## src/rtl/ram_arb_pkg.sv

```systemverilog
// Shared types and defaults for the two-requester 8x16 RAM arbiter.
// Latency: n/a (types only).
// Backpressure: n/a (types only).
package ram_arb_pkg;

    localparam int ADDR_W_DEF = 3;
    localparam int DATA_W_DEF = 16;
    localparam int ID_W       = 1;

    typedef logic [ID_W-1:0] id_t;

    typedef enum logic {
        IDLE  = 1'b0,
        ISSUE = 1'b1
    } state_t;

endpackage

```

## src/rtl/rd_tag_pipe.sv

```systemverilog
// Shift register of {valid, requester id} that follows each read through the RAM.
// Latency: DEPTH cycles from in_vld to out_vld.
// Backpressure: none; one entry shifts every cycle, clr flushes every stage at once.
//
// Ports: clk, clr (async flush), in_vld/in_id (tag entering), out_vld/out_id (tag leaving).
module rd_tag_pipe
    import ram_arb_pkg::*;
#(
    parameter int DEPTH = 2
) (
    input  logic clk,
    input  logic clr,
    input  logic in_vld,
    input  id_t  in_id,
    output logic out_vld,
    output id_t  out_id
);

    logic [DEPTH-1:0] vld_q;
    id_t              id_q [DEPTH];

    always_ff @(posedge clk or posedge clr) begin
        if (clr) begin
            vld_q <= '0;
            for (int i = 0; i < DEPTH; i++) begin
                id_q[i] <= '0;
            end
        end else begin
            vld_q[0] <= in_vld;
            id_q[0]  <= in_id;
            for (int i = 1; i < DEPTH; i++) begin
                vld_q[i] <= vld_q[i-1];
                id_q[i]  <= id_q[i-1];
            end
        end
    end

    assign out_vld = vld_q[DEPTH-1];
    assign out_id  = id_q[DEPTH-1];

endmodule

```

## src/rtl/ram_8_16_rr_arbiter.sv

```systemverilog
// Round-robin arbiter sharing one 8x16 RAM between two requesters, with tagged read return.
// Latency: gnt + RAM command one cycle after req is sampled; rvalid RD_LAT+1 cycles after gnt.
// Backpressure: req is held until gnt; at most one access every 2 cycles.
//
// Ports: clk, clr (async active-high); req/wr/addr/wdata per requester in, gnt per requester out;
//        rvalid/rdata per requester out; ram_we/ram_re/ram_wr_addr/ram_rd_addr/ram_data_in to the
//        RAM, ram_data_out from the RAM. All outputs are registered.
module ram_8_16_rr_arbiter
    import ram_arb_pkg::*;
#(
    parameter int ADDR_W = ADDR_W_DEF,
    parameter int DATA_W = DATA_W_DEF,
    parameter int RD_LAT = 1            // legal range 1..4
) (
    input  logic              clk,
    input  logic              clr,
    input  logic              req0,
    input  logic              req1,
    input  logic              wr0,
    input  logic              wr1,
    input  logic [ADDR_W-1:0] addr0,
    input  logic [ADDR_W-1:0] addr1,
    input  logic [DATA_W-1:0] wdata0,
    input  logic [DATA_W-1:0] wdata1,
    output logic              gnt0,
    output logic              gnt1,
    output logic              rvalid0,
    output logic              rvalid1,
    output logic [DATA_W-1:0] rdata0,
    output logic [DATA_W-1:0] rdata1,
    output logic              ram_we,
    output logic              ram_re,
    output logic [ADDR_W-1:0] ram_wr_addr,
    output logic [ADDR_W-1:0] ram_rd_addr,
    output logic [DATA_W-1:0] ram_data_in,
    input  logic [DATA_W-1:0] ram_data_out
);

    state_t state;
    id_t    last_gnt;

    // Winner of the current IDLE cycle; only acted on when state is IDLE.
    id_t               win;
    logic              win_wr;
    logic [ADDR_W-1:0] win_addr;
    logic [DATA_W-1:0] win_wdata;
    logic              any_req;

    always_comb begin
        any_req = req0 | req1;
        if (req0 && req1) begin
            win = ~last_gnt;        // tie goes to whoever was not served last
        end else if (req1) begin
            win = 1'b1;
        end else begin
            win = 1'b0;
        end
        win_wr    = win ? wr1    : wr0;
        win_addr  = win ? addr1  : addr0;
        win_wdata = win ? wdata1 : wdata0;
    end

    // The FSM registers the RAM command directly into the output flops, so the
    // command and gnt appear together in the ISSUE cycle.
    always_ff @(posedge clk or posedge clr) begin
        if (clr) begin
            state       <= IDLE;
            last_gnt    <= 1'b1;
            gnt0        <= 1'b0;
            gnt1        <= 1'b0;
            ram_we      <= 1'b0;
            ram_re      <= 1'b0;
            ram_wr_addr <= '0;
            ram_rd_addr <= '0;
            ram_data_in <= '0;
        end else begin
            case (state)
                IDLE: begin
                    if (any_req) begin
                        state    <= ISSUE;
                        last_gnt <= win;
                        gnt0     <= (win == 1'b0);
                        gnt1     <= (win == 1'b1);
                        if (win_wr) begin
                            ram_we      <= 1'b1;
                            ram_wr_addr <= win_addr;
                            ram_data_in <= win_wdata;
                        end else begin
                            ram_re      <= 1'b1;
                            ram_rd_addr <= win_addr;
                        end
                    end
                end
                ISSUE: begin
                    // Requests are ignored here, so a req still high during its
                    // own grant cycle cannot be granted a second time.
                    state  <= IDLE;
                    gnt0   <= 1'b0;
                    gnt1   <= 1'b0;
                    ram_we <= 1'b0;
                    ram_re <= 1'b0;
                end
                default: state <= IDLE;
            endcase
        end
    end

    // The tag is pushed alongside ram_re, so it reaches the last stage in the
    // cycle that ram_data_out is valid and the capture lands one cycle later.
    logic tag_push;
    logic tag_vld;
    id_t  tag_id;

    assign tag_push = (state == IDLE) && any_req && !win_wr;

    rd_tag_pipe #(
        .DEPTH (RD_LAT + 1)
    ) u_rd_tag_pipe (
        .clk     (clk),
        .clr     (clr),
        .in_vld  (tag_push),
        .in_id   (win),
        .out_vld (tag_vld),
        .out_id  (tag_id)
    );

    always_ff @(posedge clk or posedge clr) begin
        if (clr) begin
            rvalid0 <= 1'b0;
            rvalid1 <= 1'b0;
            rdata0  <= '0;
            rdata1  <= '0;
        end else begin
            rvalid0 <= 1'b0;
            rvalid1 <= 1'b0;
            if (tag_vld) begin
                if (tag_id == 1'b0) begin
                    rvalid0 <= 1'b1;
                    rdata0  <= ram_data_out;
                end else begin
                    rvalid1 <= 1'b1;
                    rdata1  <= ram_data_out;
                end
            end
        end
    end

endmodule

```

## config.mk

```make
export PLATFORM = sky130hd
export DESIGN_NAME = ram_8_16_rr_arbiter
export DESIGN_NICKNAME = d
export VERILOG_FILES = /design/src/rtl/ram_arb_pkg.sv /design/src/rtl/rd_tag_pipe.sv /design/src/rtl/ram_8_16_rr_arbiter.sv
export SDC_FILE = /design/constraint.sdc
export NUM_CORES = 1
export LEC_CHECK = 0
export ABC_AREA = 1
export CORE_MARGIN = 1.5
export CORE_UTILIZATION = 40
export DETAILED_ROUTE_END_ITERATION = 10
export GPL_TIMING_DRIVEN = 0
export PLACE_DENSITY = 0.88
export SETUP_SLACK_MARGIN = 0.5
export SYNTH_ARGS = -nofsm -noshare
export SYNTH_HDL_FRONTEND = slang
export SYNTH_SLANG_ARGS = --single-unit
```

## constraint.sdc

```tcl
create_clock -name clk -period 2.9 [get_ports clk]
set_input_delay 0.58 -clock clk [delete_from_list [all_inputs] [get_ports clk]]
set_output_delay 0.58 -clock clk [all_outputs]
set_load 0.03 [all_outputs]
```

==> results of run 1 <==
==> metal layers <==
metal  up-vias  global-route usage, %  wire [um]
met5         -                      0          0
met4         0                  6.305         59
met3         6                  7.122        595
met2       112                  36.15       3644
met1      1201                  25.52       3131
li1       1272                      -          -
==> through the flow <==
| step | cells | util (%) | setup WS [ns] | setup TNS, ns | hold slack (ns) |
|---|---|---|---|---|---|
| 5_1_grt | 536 | 63.54 | 0.8730 | 0 | 0.3635 |
| 6_report | 536 | 63.54 | 0.9311 | 0 | 0.3546 |
| 4_1_cts | 536 | 63.54 | 0.9149 | 0 | 0.3534 |
| 3_3_place_gp | 519 | 60.11 | -0.3598 | -23.24 | 0.3331 |
| 3_5_place_dp | 520 | 60.41 | 0.8812 | 0 | 0.3393 |
| 2_1_floorplan | 320 | - | 0.6668 | 0 | 0.3312 |
==> cells in the final DEF (no fill, tap or decap), types with 4 or more instances in the layout <==
cell type,count
sky130_fd_sc_hd__nand2_1,124
sky130_fd_sc_hd__clkdlybuf4s50_1,119
sky130_fd_sc_hd__dfrtp_1,65
sky130_fd_sc_hd__nand3_1,47
sky130_fd_sc_hd__inv_1,22
sky130_fd_sc_hd__o21ai_1,19
sky130_fd_sc_hd__o21ai_0,16
sky130_fd_sc_hd__clkbuf_8,9
sky130_fd_sc_hd__clkbuf_1,8
sky130_fd_sc_hd__buf_2,6
sky130_fd_sc_hd__buf_4,5
sky130_fd_sc_hd__inv_2,4
==> cells by family after synthesis <==
group	after synthesis	share of synthesized area, %
AO/OA/AOI/OAI	35	6.375
AND/OR/NAND/NOR	176	26.64
flip-flops	66	60.16
buffers and inverters	43	6.831
==> flip-flops by register name, indices dropped and copies added (netlist names) <==
signal / flops
rdata0: 16
u_rd_tag_pipe.vld_q: 2
ram_data_in: 16
ram_rd_addr: 3
ram_re: 1
u_rd_tag_pipe.id_q: 1
last_gnt: 1
ram_we: 1
u_rd_tag_pipe.out_id: 1
rvalid1: 1
gnt0: 1
gnt1: 1
rdata1: 16
rvalid0: 1
ram_wr_addr: 3
state: 1
==> path summary, 6_finish.rpt <==
check                                      start              endpoint  depth (start not counted)
max                                       ram_we                ram_we                          1
min                        u_rd_tag_pipe.id_q[1]  u_rd_tag_pipe.out_id                          0
max reg2reg                             last_gnt        ram_data_in[6]                          7
min reg2reg                u_rd_tag_pipe.id_q[1]  u_rd_tag_pipe.out_id                          0
max in group asynchronous                    clr            rdata1[15]                          3
min in group asynchronous                    clr                ram_we                          2
==> power by group <==
part	internal [mW]	leakage (nW)	switching, mW
sequential	1.17	0.823	0.139
combinational	0.608	1.19	0.853
clock	0.483	0.107	0.335
==> final cells by class <==
type	count	area [um2]
Tap cell	80	100.1
Fill cell	549	2450
Clock inverter	5	78.83
Inverter	26	97.59
Clock buffer	11	131.4
Buffer	17	90.09
Sequential cell	66	1653
Timing Repair Buffer	120	1211
Multi-Input combinational cell	211	907.1
==> qor.log, run 1 <==
qor: outcome.outcome completed
qor: timing.skew 0.007006 ns
qor: grt.grt_pass1_wl 12090 um
qor: yosys.synth_largest_type_area_fraction 59.20%
qor: clocking.cts-root-to-sink-buffers 2
qor: timing.rsz_0062_raised_after_global_routing no
qor: pwr.power-per-cell-area 840.9 nW/um2
qor: clocking.tritoncts.num_buffers 9
qor: critical_path.setup.reg_to_reg.worst_slack 1.42 ns
qor: critical_path.worstPathArrival 1.39 ns
qor: timing.relSlewSlack 55.30%
qor: critical_path.critical_path.cell_chain clkdlybuf4s50_1
qor: yosys.synth_enable_flop_cells 0
qor: timing.final-hold-violation-count 0
qor: detailed_routing.remaining_drc_errors 0
qor: final_layout.post_route_cells_drive_above_1_share 7.456%
qor: yosys.synthesis.instances 320
qor: die.placementRows 30
qor: critical_path.timing.critical_path.required 2.32 ns
qor: yosys.ys_dominant_reg_cell sky130_fd_sc_hd__dfrtp_1
qor: yosys.netlist-cell-type-count 14
qor: timing.slew_limit_fails 0
qor: timing.clock.fmax 507.9 MHz
qor: pwr.fin_total_pwr 3.590 mW
qor: critical_path.worst_setup_path_start_kind flip-flop
qor: detailed_routing.number_of_iterations_in_the_first_detailed_routing_pass 4
qor: critical_path.path_class reg -> out
qor: place.finalWeightedCongestion 0.8401
qor: clocking.clock_slew_seen_by_the_registers_of_the_worst_setup_and_hold_paths 0.07 ns
qor: flow_run.drv_cap 0
qor: place.hpwlAfterDp 5553 um
qor: pwr.static-leakage-power 2.116 nW
qor: yosys.async_flop_share 100.0%
qor: yosys.synth.ff_latch_count 66
qor: critical_path.cp_slowest_cell sky130_fd_sc_hd__clkdlybuf4s50_1
qor: die.core 6719 um2
qor: detailed_routing.vias_per_cell 4.834
qor: worst_hold_path.min-delay-path-class reg -> reg
qor: yosys.synth-warning-count 0
qor: critical_path.timing.critical_path.max_delay_family buffers and inverters
qor: clocking.cts.htree.levels 3
qor: detailed_routing.antenna_left 0
qor: place.placement.cell_area 4059 um2
qor: detailed_routing.detailedRoute.firstIterationViolations 98
qor: detailed_routing.post_drt_wl_per_cell 13.86 um
qor: yosys.syn_avg_cell_area 8.586 um2
qor: die.dieArea 7375 um2
qor: grt.maximum_number_of_pins_on_one_net_before_global_route_repair 37
qor: yosys.synth_area 2748 um2
qor: detailed_routing.routed-via-count 2591
qor: final_layout.design.final.nets 511
qor: final_layout.postLayoutCellArea 4269 um2
qor: yosys.postSynthNetCount 380
qor: clocking.postCtsHoldBufs 0
qor: die.initial_utilization 40.89%
qor: die.die_height 85.88 um
qor: pwr.vdd_ir_drop_max 0.3130 mV
qor: detailed_routing.drt_wl_total 7431 um
qor: timing.final_min_period_over_clock_period 67.89%
qor: final_layout.antennaDiodeCount 0
qor: clocking.post-cts-setup-buffers 0
qor: clocking.clock_tree.root_cell sky130_fd_sc_hd__clkbuf_8
qor: timing.timing.final.setup_violations 0
qor: timing.worst-slew-pin-transition 0.6695 ns
qor: critical_path.setup.worst_path.end_class primary output
qor: die.top_level_ports 120
qor: clocking.postCtsResizedCells 0
qor: yosys.seq_area_frac_synth 60.15%
qor: die.die_x 85.88 um
qor: timing.period_minus_slack 1.969 ns
qor: yosys.post_synth_main_area_contributors sky130_fd_sc_hd__dfrtp_1, sky130_fd_sc_hd__nand2_1, sky130_fd_sc_hd__nand3_1
qor: place.port_buffers 119
qor: critical_path.slowest_delay 0.70 ns
qor: critical_path.buffering_stage_count_on_the_worst_path_with_inverters_included 1
qor: grt.grt_use_total 21.19%
qor: yosys.yosysMostFrequentCell sky130_fd_sc_hd__nand2_1
qor: final_layout.layout_overhead_on_the_synthesized_area 55.37%
qor: grt.grt_overflow_total 0
qor: grt.grt_antenna_before_repair 0
qor: yosys.synth_area_leader_cell sky130_fd_sc_hd__dfrtp_1
qor: critical_path.highest_fanout_seen_on_the_critical_path 2
qor: clocking.clkLatencyLatePin 0.33 ns
qor: grt.first_global_vias 2577
qor: yosys.synth.cells.most_frequent sky130_fd_sc_hd__nand2_1, sky130_fd_sc_hd__dfrtp_1, sky130_fd_sc_hd__nand3_1
qor: clocking.numClockSinks 66
qor: clocking.tritoncts yes
No activity file was read; power rests on OpenSTA's default activity.
==> run 2, diff against run 1 <==
==> constraint.sdc (replaced) <==
create_clock -name clk -period 1.88 [get_ports clk]
set_input_delay 0.376 -clock clk [delete_from_list [all_inputs] [get_ports clk]]
set_output_delay 0.376 -clock clk [all_outputs]
set_load 0.03 [all_outputs]
==> qor.log, run 2 (synthesized netlist as in run 1, its figures left out) <==
qor: final_layout.layout_fillers 587
qor: clocking.postCtsHoldBufs 0
qor: critical_path.setup.worst_path.end_class flip-flop
qor: place.port_buffers 119
qor: clocking.cts.htree.levels 3
qor: final_layout.design.final.nets 519
qor: clocking.numClockSinks 66
qor: detailed_routing.antenna_left 0
qor: detailed_routing.remaining_drc_errors 0
qor: final_layout.layout_overhead_on_the_synthesized_area 49.36%
qor: place.placement.cell_area 4043 um2
qor: detailed_routing.drt_wl_total 7790 um
qor: place.finalWeightedCongestion 0.8090
qor: pwr.static-leakage-power 2.236 nW
qor: pwr.vdd_ir_drop_max 0.4354 mV
qor: die.die_height 85.88 um
qor: clocking.clkLatencyLatePin 0.33 ns
qor: clocking.clock_slew_seen_by_the_registers_of_the_worst_setup_and_hold_paths 0.08 ns
qor: critical_path.path_class reg -> reg
qor: timing.worst-slew-pin-transition 0.7368 ns
qor: place.hpwlAfterDp 5447 um
qor: final_layout.biggestRegsByFlops ram_data_in: 16 flops, rdata0: 16 flops, rdata1: 16 flops
qor: critical_path.timing.critical_path.required 2.10 ns
qor: detailed_routing.routed-via-count 2704
qor: grt.grt_antenna_before_repair 0
qor: timing.final_min_period_over_clock_period 69.84%
qor: pwr.power-per-cell-area 1296 nW/um2
qor: timing.timing.final.setup_violations 0
qor: timing.slew_limit_fails 0
qor: die.die_x 85.88 um
qor: final_layout.layout_common_cells sky130_fd_sc_hd__nand2_1, sky130_fd_sc_hd__dfrtp_1, sky130_fd_sc_hd__buf_2
qor: grt.grt_pass1_wl 12780 um
qor: clocking.tritoncts.num_buffers 9
qor: clocking.tritoncts yes
qor: grt.first_global_vias 2752
qor: grt.grt_use_total 22.26%
qor: timing.relSlewSlack 50.78%
qor: critical_path.worstPathArrival 1.54 ns
qor: timing.period_minus_slack 1.313 ns
qor: critical_path.highest_fanout_seen_on_the_critical_path 7
qor: timing.skew 0.006944 ns
qor: timing.final-hold-violation-count 0
qor: place.pre_cts_ws -0.06435 ns
qor: die.top_level_ports 120
qor: final_layout.postLayoutCellArea 4104 um2
qor: clocking.clock_tree.root_cell sky130_fd_sc_hd__clkbuf_8
qor: final_layout.layout.cells.most_common sky130_fd_sc_hd__nand2_1
qor: detailed_routing.post_drt_wl_per_cell 14.32 um
qor: grt.maximum_number_of_pins_on_one_net_before_global_route_repair 34
qor: detailed_routing.number_of_iterations_in_the_first_detailed_routing_pass 6
qor: die.placementRows 30
qor: die.core 6719 um2
qor: outcome.outcome completed
qor: worst_hold_path.min-delay-path-class reg -> reg
qor: timing.setup_slack 0.5669 ns
qor: die.dieArea 7375 um2
qor: detailed_routing.detailedRoute.firstIterationViolations 124
qor: flow_run.drv_cap 0
qor: detailed_routing.vias_per_cell 4.971
qor: final_layout.antennaDiodeCount 0
qor: grt.grt_overflow_total 0
qor: timing.clock.fmax 761.6 MHz
qor: final_layout.post_route_cells_drive_above_1_share 23.92%
qor: timing.setup-tns-final 0 ns
qor: die.initial_utilization 40.89%
qor: clocking.cts-root-to-sink-buffers 2
qor: timing.rsz_0062_raised_after_global_routing yes
qor: critical_path.worst_setup_path_start_kind flip-flop
run 2: timing repair:
action                                  in CTS  in global routing
gates resized for setup                    296                 26
endpoints found under the setup margin     148                 38
gates cloned                                 1                  0
pin swaps                                    3                  2
buffers inserted                             6                  2
run 2: power by group:
part	switching (mW)	internal (mW)
clock network	0.553	0.785
logic	1.35	0.623
registers	0.206	1.80
total	2.11	3.21
run 2: worst paths after layout:
check	start	end	slack, ns	cells past startpoint
min in group asynchronous	clr	u_rd_tag_pipe.vld_q[0]	0.62	2
setup / recovery	last_gnt	ram_wr_addr[1]	0.57	7
hold / removal	u_rd_tag_pipe.id_q[1]	u_rd_tag_pipe.out_id	0.35	0
max in group asynchronous	clr	ram_data_in[9]	0.85	2
setup reg to reg	last_gnt	ram_wr_addr[1]	0.57	7
hold reg to reg	u_rd_tag_pipe.id_q[1]	u_rd_tag_pipe.out_id	0.35	0
run 2: layout make-up:
| type | instances | area, um2 | area share, % |
|---|---|---|---|
| multi-input combinational | 211 | 934.6 | 22.77 |
| timing repair buffer | 127 | 964.7 | 23.51 |
| tap | 80 | 100.1 | 2.439 |
| inverter | 26 | 101.3 | 2.470 |
| clock inverter | 6 | 90.09 | 2.195 |
| sequential | 66 | 1653 | 40.27 |
| clock buffer | 10 | 137.6 | 3.354 |
| timing repair inverter | 1 | 7.507 | 0.1829 |
| buffer | 17 | 115.1 | 2.805 |
run 2: through the flow:
step	power, mW	utilization (%)	hold slack (ns)	std cells
after floorplan	3.249	-	0.3312	320
after global placement	4.242	60.17	0.3334	519
after detailed placement	4.305	60.17	0.3370	519
after CTS	5.351	60.74	0.3546	542
after global routing	5.611	61.08	0.3731	544
final	5.318	61.08	0.3545	544
run 2: critical path, cell delays in order (launching register included):
cell,delay [ns]
sky130_fd_sc_hd__dfstp_2,0.57
sky130_fd_sc_hd__nand2_4,0.08
sky130_fd_sc_hd__buf_6,0.15
sky130_fd_sc_hd__buf_4,0.13
sky130_fd_sc_hd__nand3_1,0.06
sky130_fd_sc_hd__nand2_1,0.07
sky130_fd_sc_hd__nand3_1,0.08
sky130_fd_sc_hd__nand2_1,0.06
run 2: layer usage:
layer | wire length [um] | global-route usage, % | vias up
met5 | 0 | 0 | -
met4 | 131 | 9.971 | 0
met3 | 654 | 6.352 | 16
met2 | 3854 | 38.01 | 131
met1 | 3148 | 26.06 | 1260
li1 | - | - | 1297
==> run 3, diff against run 2 <==
--- a/config.mk
+++ b/config.mk
@@ -7,10 +7,10 @@
 export LEC_CHECK = 0
 export ABC_AREA = 1
 export CORE_MARGIN = 1.5
-export CORE_UTILIZATION = 40
+export CORE_UTILIZATION = 38
 export DETAILED_ROUTE_END_ITERATION = 10
 export GPL_TIMING_DRIVEN = 0
-export PLACE_DENSITY = 0.88
+export PLACE_DENSITY = 0.87
 export SETUP_SLACK_MARGIN = 0.5
 export SYNTH_ARGS = -nofsm -noshare
 export SYNTH_HDL_FRONTEND = slang
==> constraint.sdc (replaced) <==
create_clock -name clk -period 1.2 [get_ports clk]
set_input_delay 0.24 -clock clk [delete_from_list [all_inputs] [get_ports clk]]
set_output_delay 0.24 -clock clk [all_outputs]
set_load 0.03 [all_outputs]
==> qor.log, run 3 (synthesized netlist as in run 1, its figures left out) <==
qor: outcome.outcome finished with violations
qor: outcome.violations_in_the_final_reports setup timing
qor: place.placement.cell_area 4220 um2
qor: critical_path.rr_endpoint ram_rd_addr[1]
qor: clocking.clock_tree.root_cell sky130_fd_sc_hd__clkbuf_8
qor: pwr.fin_total_pwr 10.83 mW
qor: critical_path.setup.worst_path.end_class flip-flop
qor: clocking.tritoncts.num_buffers 9
qor: clocking.clock_slew_seen_by_the_registers_of_the_worst_setup_and_hold_paths 0.07 ns
qor: clocking.cts-root-to-sink-buffers 2
qor: final_layout.layout_common_cells sky130_fd_sc_hd__nand2_1, sky130_fd_sc_hd__buf_6, sky130_fd_sc_hd__clkdlybuf4s50_1
qor: detailed_routing.routed-via-count 3099
qor: grt.grt_use_total 26.48%
qor: timing.period_minus_slack 1.343 ns
qor: detailed_routing.vias_per_cell 5.072
qor: flow_run.drv_cap 0
qor: critical_path.path_class reg -> reg
qor: critical_path.highest_fanout_seen_on_the_critical_path 6
qor: place.hpwlAfterDp 5650 um
qor: grt.grt_antenna_before_repair 0
qor: clocking.numClockSinks 66
qor: final_layout.design.final.nets 570
qor: final_layout.layout_overhead_on_the_synthesized_area 107.3%
qor: critical_path.worstPathArrival 1.58 ns
qor: die.die_height 88.04 um
qor: timing.timing.final.setup_violations 23
qor: grt.globalRouteMet2Util 47.19%
qor: final_layout.post_route_cells_drive_above_1_share 60.39%
qor: die.dieArea 7750 um2
qor: detailed_routing.remaining_drc_errors 0
qor: grt.grt_overflow_total 0
qor: timing.worst-slew-pin-transition 0.4579 ns
qor: die.initial_utilization 39.78%
qor: grt.grtUsageMet1 29.84%
qor: place.port_buffers 119
qor: final_layout.biggestRegsByFlops ram_data_in: 16 flops, rdata0: 16 flops, rdata1: 16 flops
qor: critical_path.worstReg2RegStart last_gnt
qor: grt.first_global_vias 3137
qor: pwr.vdd_ir_drop_max 0.9440 mV
qor: grt.maximum_number_of_pins_on_one_net_before_global_route_repair 15
qor: final_layout.antennaDiodeCount 0
qor: worst_hold_path.min-delay-path-class in -> async
qor: critical_path.setup.reg_to_reg.worst_slack -0.14 ns
qor: timing.setup_slack -0.1427 ns
qor: timing.final-hold-violation-count 0
qor: grt.grt_pass1_wl 15390 um
qor: timing.clock.fmax 744.8 MHz
qor: detailed_routing.antenna_left 0
qor: timing.final_min_period_over_clock_period 111.9%
qor: timing.slew_limit_fails 0
qor: clocking.cts.htree.levels 3
qor: critical_path.number_of_cell_instances_on_the_worst_register_to_register_path 7
qor: timing.skew 0.01653 ns
qor: clocking.postCtsHoldBufs 0
qor: die.die_x 88.04 um
qor: die.top_level_ports 120
qor: detailed_routing.post_drt_wl_per_cell 19.05 um
qor: grt.top_usage_layer met2
qor: critical_path.worst_setup_path_start_kind flip-flop
qor: place.finalWeightedCongestion 0.8911
qor: timing.relSlewSlack 69.48%
qor: grt.global_routing_usage_on_met3 7.540%
qor: pwr.static-leakage-power 2.736 nW
qor: pwr.power-per-cell-area 1902 nW/um2
qor: final_layout.layout.cells.most_common sky130_fd_sc_hd__nand2_1
qor: timing.rsz_0062_raised_after_global_routing yes
qor: detailed_routing.drt_wl_total 11640 um
qor: clocking.clkLatencyLatePin 0.35 ns
qor: die.core 6907 um2
qor: clocking.tritoncts yes
qor: detailed_routing.number_of_iterations_in_the_first_detailed_routing_pass 5
qor: die.placementRows 30
qor: detailed_routing.detailedRoute.firstIterationViolations 173
qor: critical_path.timing.critical_path.required 1.43 ns
qor: final_layout.layout_fillers 371
qor: final_layout.postLayoutCellArea 5695 um2
## run 3: worst max-delay path by stage
stage	from	end	slack [ns]	cells past startpoint
after floorplan	last_gnt	ram_data_in[5]	0.02	7
after global placement	clr	rvalid1	-0.63	2
after detailed placement	clr	ram_data_in[11]	-0.66	2
after CTS	last_gnt	ram_data_in[5]	-0.09	7
after global routing	last_gnt	ram_rd_addr[1]	-0.17	7
final	last_gnt	ram_rd_addr[1]	-0.14	7
## run 3: power breakdown
| group | leakage [nW] | internal [mW] | switching [mW] | total, mW |
|---|---|---|---|---|
| sequential | 0.761 | 2.92 | 0.552 | 3.48 |
| combinational | 1.87 | 2.49 | 2.78 | 5.28 |
| clock | 0.107 | 1.17 | 0.912 | 2.08 |
| total | 2.74 | 6.59 | 4.25 | 10.8 |
## run 3: metrics by stage
| stage | setup TNS, ns | worst slack, ns | hold WS (ns) | util, % | std cells |
|---|---|---|---|---|---|
| after global placement | -53.79 | -0.6276 | 0.3339 | 61.11 | 535 |
| after floorplan | 0 | 0.01818 | 0.3312 | - | 320 |
| final | -1.995 | -0.1427 | 0.2194 | 82.46 | 611 |
| after CTS | -1.636 | -0.09283 | 0.2263 | 73.64 | 589 |
| after detailed placement | -57.16 | -0.6649 | 0.3403 | 61.11 | 535 |
| after global routing | -3.093 | -0.1700 | 0.2325 | 82.46 | 611 |
## run 3: cell type report
| cell class | instances | area [um2] | share of cell area [%] |
|---|---|---|---|
| clock inverter | 5 | 78.83 | 1.384 |
| tap | 96 | 120.1 | 2.109 |
| buffer | 17 | 236.5 | 4.152 |
| clock buffer | 11 | 131.4 | 2.307 |
| inverter | 26 | 106.4 | 1.867 |
| timing repair buffer | 176 | 1838 | 32.27 |
| timing repair inverter | 3 | 22.52 | 0.3954 |
| sequential | 66 | 1717 | 30.14 |
| multi-input combinational | 211 | 1445 | 25.37 |
## run 3: layer usage
| layer | routed length (um) | vias up |
|---|---|---|
| met3 | 934 | 25 |
| met1 | 4396 | 1510 |
| li1 | - | 1394 |
| met5 | 0 | - |
| met2 | 6045 | 170 |
| met4 | 264 | 0 |
## run 3: worst max-delay path: stages, from the launching register on
cell and delay [ns]:
sky130_fd_sc_hd__dfstp_2 0.56, sky130_fd_sc_hd__nand2_4 0.09, sky130_fd_sc_hd__buf_6 0.16, sky130_fd_sc_hd__buf_6 0.13, sky130_fd_sc_hd__nand3_2 0.06, sky130_fd_sc_hd__nand2_2 0.08, sky130_fd_sc_hd__nand3_2 0.10, sky130_fd_sc_hd__nand2_2 0.06
## run 3: repair_timing
item,CTS,global route
hold endpoints to repair,0,0
endpoints found under the setup margin,189,123
resized for setup,484,104
buffers inserted,30,17
cloned,8,5
pin swaps,11,43
